`config.mk`:
```
export PLATFORM = sky130hd
export DESIGN_NAME = lenet_buffer_reader
export DESIGN_NICKNAME = d
export VERILOG_FILES = /design/src/rtl/lenet_buffer_reader.sv
export SDC_FILE = /design/constraint.sdc
export NUM_CORES = 1
export LEC_CHECK = 0
export ABC_AREA = 1
export CORE_MARGIN = 2
export CORE_UTILIZATION = 49
export CTS_BUF_LIST = sky130_fd_sc_hd__clkbuf_2
export DETAILED_ROUTE_END_ITERATION = 8
export PLACE_DENSITY_LB_ADDON = 0.1
export SLEW_MARGIN = 20
export SYNTH_ARGS = -nofsm -noshare
export SYNTH_HDL_FRONTEND = slang
export SYNTH_SLANG_ARGS = --single-unit
```
`constraint.sdc`:
```
create_clock -name i_clk25 -period 1.6 [get_ports i_clk25]
set_clock_uncertainty 0.05 [all_clocks]
set_input_delay 0.16 -clock i_clk25 [delete_from_list [all_inputs] [get_ports i_clk25]]
set_output_delay 0.16 -clock i_clk25 [all_outputs]
set_load 0.1 [all_outputs]
```
`src/rtl/lenet_buffer_reader.sv`:
```
// rtl/lenet_buffer_reader.sv - streams the padded LeNet input buffer to the CNN engine
// One pass per data_ready: raster-order RAM reads feed a 2-entry skid FIFO behind px_valid/px_ready.
module lenet_buffer_reader #(
  parameter int BUF_DIM = 32,
  parameter int ADDR_W  = 10,
  parameter int DATA_W  = 8
) (
  input  logic              i_clk25,
  input  logic              i_rst,
  input  logic              i_data_ready,
  output logic              o_rd_en,
  output logic [ADDR_W-1:0] o_rd_addr,
  input  logic [DATA_W-1:0] i_rd_data,
  output logic              o_px_valid,
  input  logic              i_px_ready,
  output logic [DATA_W-1:0] o_px_data,
  output logic              o_px_row_end,
  output logic              o_px_last,
  output logic              o_busy,
  output logic              o_done,
  output logic              o_overrun
);

  localparam int HALF = ADDR_W / 2;
  localparam logic [ADDR_W:0] LAST_ADDR = (ADDR_W+1)'(BUF_DIM * BUF_DIM - 1);

  typedef enum logic [1:0] {S_IDLE, S_READ, S_DRAIN, S_DONE} state_t;

  state_t              r_state;
  state_t              w_state_nxt;
  logic [ADDR_W:0]     r_issue_cnt;
  logic                r_inflight;
  logic                r_infl_row_end;
  logic                r_infl_last;
  logic [DATA_W+1:0]   r_mem [2];
  logic                r_wr_ptr;
  logic                r_rd_ptr;
  logic [1:0]          r_count;
  logic                r_pending;
  logic                r_overrun;

  logic                w_pop;
  logic                w_push;
  logic [2:0]          w_occ;
  logic                w_issue;
  logic                w_start;
  logic [DATA_W+1:0]   w_head;

  assign w_head       = r_mem[r_rd_ptr];
  assign o_px_valid   = (r_count != 2'd0);
  assign o_px_data    = w_head[DATA_W+1:2];
  assign o_px_row_end = w_head[1];
  assign o_px_last    = w_head[0];
  assign o_rd_addr    = r_issue_cnt[ADDR_W-1:0];
  assign o_overrun    = r_overrun;

  assign w_pop   = o_px_valid && i_px_ready;
  assign w_push  = r_inflight;
  assign w_start = (r_state == S_IDLE) && (i_data_ready || r_pending);

  // Entries already buffered or on the RAM bus; a pop this cycle frees a slot for the new read.
  assign w_occ   = {1'b0, r_count} + {2'b00, r_inflight};
  assign w_issue = (r_state == S_READ) && ((w_occ < 3'd2) || (w_pop && (w_occ == 3'd2)));

  always_comb begin
    w_state_nxt = r_state;
    o_rd_en     = 1'b0;
    o_busy      = 1'b1;
    o_done      = 1'b0;
    case (r_state)
      S_IDLE: begin
        o_busy = 1'b0;
        if (w_start) w_state_nxt = S_READ;
      end
      S_READ: begin
        o_rd_en = w_issue;
        if (w_issue && (r_issue_cnt == LAST_ADDR)) w_state_nxt = S_DRAIN;
      end
      S_DRAIN: begin
        if (w_pop && o_px_last) w_state_nxt = S_DONE;
      end
      S_DONE: begin
        o_done      = 1'b1;
        w_state_nxt = S_IDLE;
      end
      default: w_state_nxt = S_IDLE;
    endcase
  end

  always_ff @(posedge i_clk25) begin
    if (i_rst) begin
      r_state        <= S_IDLE;
      r_issue_cnt    <= '0;
      r_inflight     <= 1'b0;
      r_infl_row_end <= 1'b0;
      r_infl_last    <= 1'b0;
      r_mem[0]       <= '0;
      r_mem[1]       <= '0;
      r_wr_ptr       <= 1'b0;
      r_rd_ptr       <= 1'b0;
      r_count        <= 2'd0;
      r_pending      <= 1'b0;
      r_overrun      <= 1'b0;
    end else begin
      r_state    <= w_state_nxt;
      r_inflight <= w_issue;

      if (w_start) begin
        r_issue_cnt <= '0;
      end else if (w_issue) begin
        r_issue_cnt <= r_issue_cnt + 1'b1;
      end

      if (w_issue) begin
        r_infl_row_end <= &r_issue_cnt[HALF-1:0];
        r_infl_last    <= (r_issue_cnt == LAST_ADDR);
      end

      if (w_push) begin
        r_mem[r_wr_ptr] <= {i_rd_data, r_infl_row_end, r_infl_last};
        r_wr_ptr        <= ~r_wr_ptr;
      end
      if (w_pop) r_rd_ptr <= ~r_rd_ptr;

      case ({w_push, w_pop})
        2'b10:   r_count <= r_count + 2'd1;
        2'b01:   r_count <= r_count - 2'd1;
        default: r_count <= r_count;
      endcase

      // In IDLE a start consumes the pending request; a coincident data_ready re-arms it.
      if (r_state == S_IDLE) begin
        r_pending <= r_pending & i_data_ready;
      end else if (i_data_ready) begin
        if (r_pending) r_overrun <= 1'b1;
        else           r_pending <= 1'b1;
      end
    end
  end

endmodule
```
Word level (Yosys, flattened, before mapping)
Memories as Yosys holds them, arrays and structs flattened. A register that Yosys moved wholly into a read port is not among the register bits.
Cells that the tools add are included.
{"block": "word_totals", "regBits": 22, "mem_bits_rw": 20, "memories": 1, "out_inout_bits": 25, "wordCells": 67}
{"block": "op_classes", "n_reduce_logical": 17, "bitwise_logic": 4, "n_addsub": 4, "mux": 20, "eq_ne": 10, "n_lt_le_gt_ge": 1}
{"memory": "r_mem", "words": 2, "width": 10, "read_ports": 1, "rd_ports_with_merged_regs": 1, "wr": 2, "line": "35", "source": "logic [DATA_W+1:0] r_mem [2];"}
{"op": "1-bit two-way mux", "n": 14}
{"op": "11-bit by 1-bit adder with 11-bit output, second input constant", "n": 1}
{"op": "11-bit by 10-bit equality test with 1-bit output, second input constant", "n": 1}
{"op": "10-bit two-way mux", "n": 1}
{"op": "10-bit OR reduction", "n": 1}
{"op": "2-bit one-hot mux with 4 select lines", "n": 1}
{"op": "2-bit equality test, second input constant", "n": 3}
{"op": "1-bit logical AND", "n": 6}
{"op": "2-bit two-way mux", "n": 3}
{"op": "3-bit AND reduction", "n": 2}
{"op": "2-bit nonzero test", "n": 3}
{"op": "5-bit AND reduction", "n": 1}
{"op": "2-bit by 1-bit equality test with 1-bit output, second input constant", "n": 2}
{"op": "2-bit inequality test, second input constant", "n": 2}
{"op": "2-bit one-hot mux with 2 select lines", "n": 1}
{"op": "2-bit by 1-bit adder with 3-bit output", "n": 1}
{"op": "3-bit by 2-bit equality test with 1-bit output, second input constant", "n": 1}
{"op": "3-bit by 2-bit less-than comparator with 1-bit output, second input constant", "n": 1}
{"op": "1-bit inverter", "n": 3}
{"op": "2-bit by 1-bit adder with 2-bit output, second input constant", "n": 1}
{"op": "2-bit logical NOT", "n": 1}
{"op": "1-bit logical OR", "n": 2}
{"op": "2-bit by 1-bit inequality test with 1-bit output, second input constant", "n": 1}
{"op": "2-bit OR reduction", "n": 1}
{"op": "2 further kinds", "n": 2}

Logic depth before layout (Yosys ltp)
Gate-level depths: netlist of run 1.
{"block": "depth", "depth_word": 8, "depth_mapped": 10, "depth_no_buf": 10}

Worst setup path before layout of run 1
Ideal clock, no wire load.
{"block": "synth_timing", "path_kind": "flip-flop to flip-flop", "from": "memory r_mem[0][0] (netlist name)", "to": "register r_state[1]", "n_path_buf": 0, "setup_ns": 0.115, "arrival_time_ns": 3.125, "synth_period_minus_slack_ns": 3.290, "required_time_ns": 1.435, "path_stages_with_launch": 8, "path_slack_ns": -1.690, "cell_sequence": "edfxtp_1 > inv_1 > o21ai_0 > nand2_1 > a21oi_2 > nand3_1 > nand2_1 > nor2_1"}
{"element": "from (decl)", "line": "35"}
{"element": "to (signal assigned)", "line": "105", "source": "r_state <= w_state_nxt;"}
{"element": "to (decl)", "line": "29", "source": "state_t r_state;"}

Worst setup path after layout of run 1
{"block": "layout_timing", "from": "register r_count[0]", "to": "output o_rd_en"}
{"block": "layout_between", "elab_chain_len": 6, "elab_cells_between_ends": 9, "cone_classes": "1 x add/sub; 1 x order compare; 1 x eq/ne; 1 x mux; 5 x reduce/logical"}
{"element": "from (decl)", "line": "38", "source": "logic [1:0] r_count;"}
{"element": "from (signal assigned)", "line": "126", "source": "2'b10: r_count <= r_count + 2'd1;"}
{"element": "from (signal assigned)", "line": "127", "source": "2'b01: r_count <= r_count - 2'd1;"}
{"element": "from (signal assigned)", "line": "128", "source": "default: r_count <= r_count;"}
{"element": "parallel branches: the longest is 3 deep, another holds 2-bit by 1-bit adder with 3-bit output"}
{"element": "1-bit logical OR *", "line": "63", "source": "assign w_issue = (r_state == S_READ) && ((w_occ < 3'd2) || (w_pop && (w_occ == 3'd2)));"}
{"element": "1-bit logical AND *", "line": "63"}
{"element": "1-bit two-way mux *", "line": "70", "source": "case (r_state)"}
{"element": "to (decl)", "line": "11", "source": "output logic o_rd_en,"}
Every way passes the cells marked *.

==> results.json, run 1 <==
{
  "worstPathCellList": "ha_4 -> inv_2 -> ha_4 -> nand2_4 -> nor2_4 -> nor2_4 -> nor2_4 -> buf_12 -> buf_12",
  "postRouteAntennaNets": 0,
  "p_leak_nw": 1.39,
  "viasPerCell": 5.18,
  "setup.worst_path.start_class": "flop",
  "max-slew-margin-rel_pct": 78.6,
  "setup_slack_ns": -0.472,
  "power_density_nw_per_um2": 1590,
  "crit_path_frequent_cell": "nor2_4",
  "drt-total-wl_um": 5360,
  "clk_latency_ns": 0.41,
  "drc": 0,
  "status": "complete, but fails checks",
  "drt_pass1_iterations": 4,
  "vias": 1916,
  "tightestPinTransition_ns": 0.321,
  "die_w_um": 70.8,
  "grt_overflow": 0,
  "finalSetupViolations": 31,
  "yosysTopAreaCell": "edfxtp_1",
  "r2r_start": "r_count[0]",
  "ios": 37,
  "insertedDiodeCount": 0,
  "min_period_ns": 2.07,
  "violations": "negative setup slack",
  "grt_pass1_wl_um": 8250,
  "placed_area_um2": 3070,
  "dieArea_um2": 5010,
  "placed_cells": 348,
  "synth_area_leaders": "edfxtp_1 (28%), dfxtp_1 (21%), nor2_1 (6.9%)",
  "clock_sinks": 43,
  "clk_pin_slew_ns": 0.22,
  "rrSetupSlack_ns": -0.34,
  "final-max-slew-violation-count": 0,
  "yosys_most_used_dff": "dfxtp_1",
  "n_fill_cell": 273,
  "hp-class": "primary input to flop",
  "cts-root-buf": "clkbuf_2",
  "drive_above_1_share_pct": 39.9,
  "yosysMostFrequentCell": "nor2_1",
  "num-nets-final": 339,
  "max_stage_delay_ns": 0.40,
  "ys_seq_area_share_pct": 48.6,
  "ys_async_sr_fraction_pct": 0,
  "core-area_um2": 4320,
  "rows": 24,
  "htreeDepth": 2,
  "ys_warn_count": 0,
  "routedWlPerCell_um": 14.5,
  "max-vdd-ir-drop_uv": 1170,
  "rr_endpoint": "r_issue_cnt[3]",
  "fmax_mhz": 483,
  "initial_core_util_pct": 50.5,
  "synthCells": 250,
  "worstSetupEndpointType": "output port",
  "period_share_pct": 130,
  "layoutNonFillerInstCount": 370,
  "tritoncts": "done",
  "syn2layout_area_growth_pct": 57.7,
  "synth_commonest_cells": "nor2_1 (40), nand2_1 (37), inv_1 (33), dfxtp_1 (23), edfxtp_1 (20)",
  "netlist_area_um2": 2180,
  "synth_cell_types": 25,
  "hpwl_um": 3360,
  "clk_path_buf_depth": 2,
  "synth_seq_cells": 43,
  "final_area_um2": 3440,
  "drt_iter0_markers": 94,
  "rsz0062_at_grt": "yes",
  "hold_viol_final": 0,
  "reg2reg_depth": 13,
  "criticalPathCategory": "flop to output port",
  "antenna_found_initial": 0,
  "critPathTopFamily": "adder cells",
  "slowest_stage": "dfxtp_4",
  "crit_end": "o_rd_en",
  "worst-path-max-fanout": 2,
  "drv_cap": 0,
  "synth-edff-count": 20,
  "port_buffers": 36,
  "synth_fp_nets": 272,
  "cp.depth": 9,
  "gp_congestion": 0.803,
  "critPathLaunch": "r_count[0]",
  "syn_avg_cell_area_um2": 8.73,
  "grt_pass1_vias": 1784,
  "cp_data_arrival_time_ns": 1.86,
  "fp.dieH_um": 70.8,
  "synth.top_cell.area_share_pct": 27.5,
  "crit_buf_inv": 3,
  "track_usage_pct": 20.8,
  "cp.required_ns": 1.39,
  "grt_max_degree": 14,
  "cts_buffers": 5
}
==> layer usage <==
layer	part of all wire (%)	global-route usage, %
met1	41	25.0
met2	52	36.1
met3	4.8	4.27
met4	2.4	8.81
met5	0	0
==> flip-flops by register name, summed over array words and instances, names as in the netlist, named ones only <==
| name | count |
|---|---|
| r_infl_last | 1 |
| r_wr_ptr | 1 |
| r_issue_cnt | 11 |
| r_state | 2 |
| r_mem | 20 |
| r_rd_ptr | 1 |
| o_overrun | 1 |
| r_count | 2 |
| r_pending | 1 |
| r_inflight | 1 |
| r_infl_row_end | 1 |
==> worst register-to-register path, cell delays in order, from the launching register on <==
cell and delay, ns:
dfxtp_4 0.40, ha_4 0.15, inv_2 0.05, ha_4 0.27, nand2_4 0.05, nor2_4 0.11
buf_4 0.12, buf_4 0.10, o21ai_4 0.06, buf_6 0.13, buf_4 0.13, nor2_1 0.07
nand2_1 0.08, a21oi_2 0.13
==> timing repair <==
item | in CTS | in global routing
resized for setup | 28 | 27
pin swaps | 4 | 9
setup buffers | 5 | 10
endpoints found under the setup margin | 21 | 30
gates cloned | 1 | 0
hold buffers | 0 | 0
==> cells in the final DEF, fill, tap and decap left out, drive strengths merged <==
cell type      synthesis  final
nand3                 13     13
bufinv                 0      2
a31oi                  1      1
or2                    2      2
edfxtp                20     20
o21ai                 11     11
clkdlybuf4s50          0     11
a21oi                 19     19
clkbuf                 1      6
clkinvlp               0      1
dfxtp                 23     23
nor2                  44     44
inv                   33     32
nand4                  2      2
o21bai                 1      1
nor3                   7      7
mux2                   9      9
xor2                   2      2
buf                   15     65
nand2                 37     37
ha                    10     10
==> stage by stage <==
stage / utilization (%) / setup TNS (ns) / setup WS (ns) / power [mW] / hold WS (ns)
after CTS: 76.7 / -3.68 / -0.481 / 5.20 / 0.336
after floorplan: - / -0.278 / -0.0626 / 3.28 / 0.172
after detailed placement: 70.9 / -0.260 / -0.0851 / 4.18 / 0.397
after global routing: 79.6 / -7.16 / -0.567 / 5.69 / 0.328
final: 79.6 / -4.82 / -0.472 / 5.46 / 0.348
after global placement: 70.9 / -0.0738 / -0.0413 / 4.14 / 0.385
==> worst min path at each step <==
| stage | start | to | slack [ns] | cells after the start |
|---|---|---|---|---|
| 6_report | i_rd_data[0] | r_mem[1][2] | 0.35 | 3 |
| 4_1_cts | i_rd_data[7] | r_mem[1][9] | 0.34 | 3 |
| 5_1_grt | i_rd_data[7] | r_mem[1][9] | 0.33 | 3 |
| 3_5_place_dp | r_rd_ptr | r_rd_ptr | 0.40 | 1 |
| 3_3_place_gp | r_rd_ptr | r_rd_ptr | 0.39 | 1 |
| 2_1_floorplan | i_rst | r_infl_last | 0.17 | 1 |
==> final cells by class <==
class	count	area [um^2]	area share [%]
Clock buffer	6	30.0	0.872
Clock inverter	2	60.1	1.74
Inverter	33	130	3.78
Multi-Input combinational cell	158	1090	31.6
Sequential cell	43	1080	31.3
Tap cell	52	65.1	1.89
Timing Repair Buffer	76	991	28.8
==> kinds of logic after synthesis <==
kind of cell,Yosys count,share of synthesized area (%)
compound gates,32,8.54
xor+xnor,2,0.802
fa+ha+maj,10,5.73
buf+inv,49,11.1
flops,43,48.6
mux,9,4.64
simple gates,105,20.6
==> power by group <==
group	leakage, nW	total [mW]	switching (mW)	internal, mW
registers	0.398	1.44	0.112	1.33
clock network	0.0532	0.784	0.357	0.428
logic	0.944	3.24	1.89	1.35
Note: power is estimated with default switching activity, not from simulation.
==> inputs of run 2 (changes only) <==
--- a/config.mk
+++ b/config.mk
@@ -9,6 +9,7 @@
 export CORE_MARGIN = 2
 export CORE_UTILIZATION = 49
 export CTS_BUF_LIST = sky130_fd_sc_hd__clkbuf_2
+export CTS_CLUSTER_DIAMETER = 60
 export DETAILED_ROUTE_END_ITERATION = 8
 export PLACE_DENSITY_LB_ADDON = 0.1
 export SLEW_MARGIN = 20
==> results of run 2 <==
The final DEF is identical to that of run 1; final timing and power are the same.
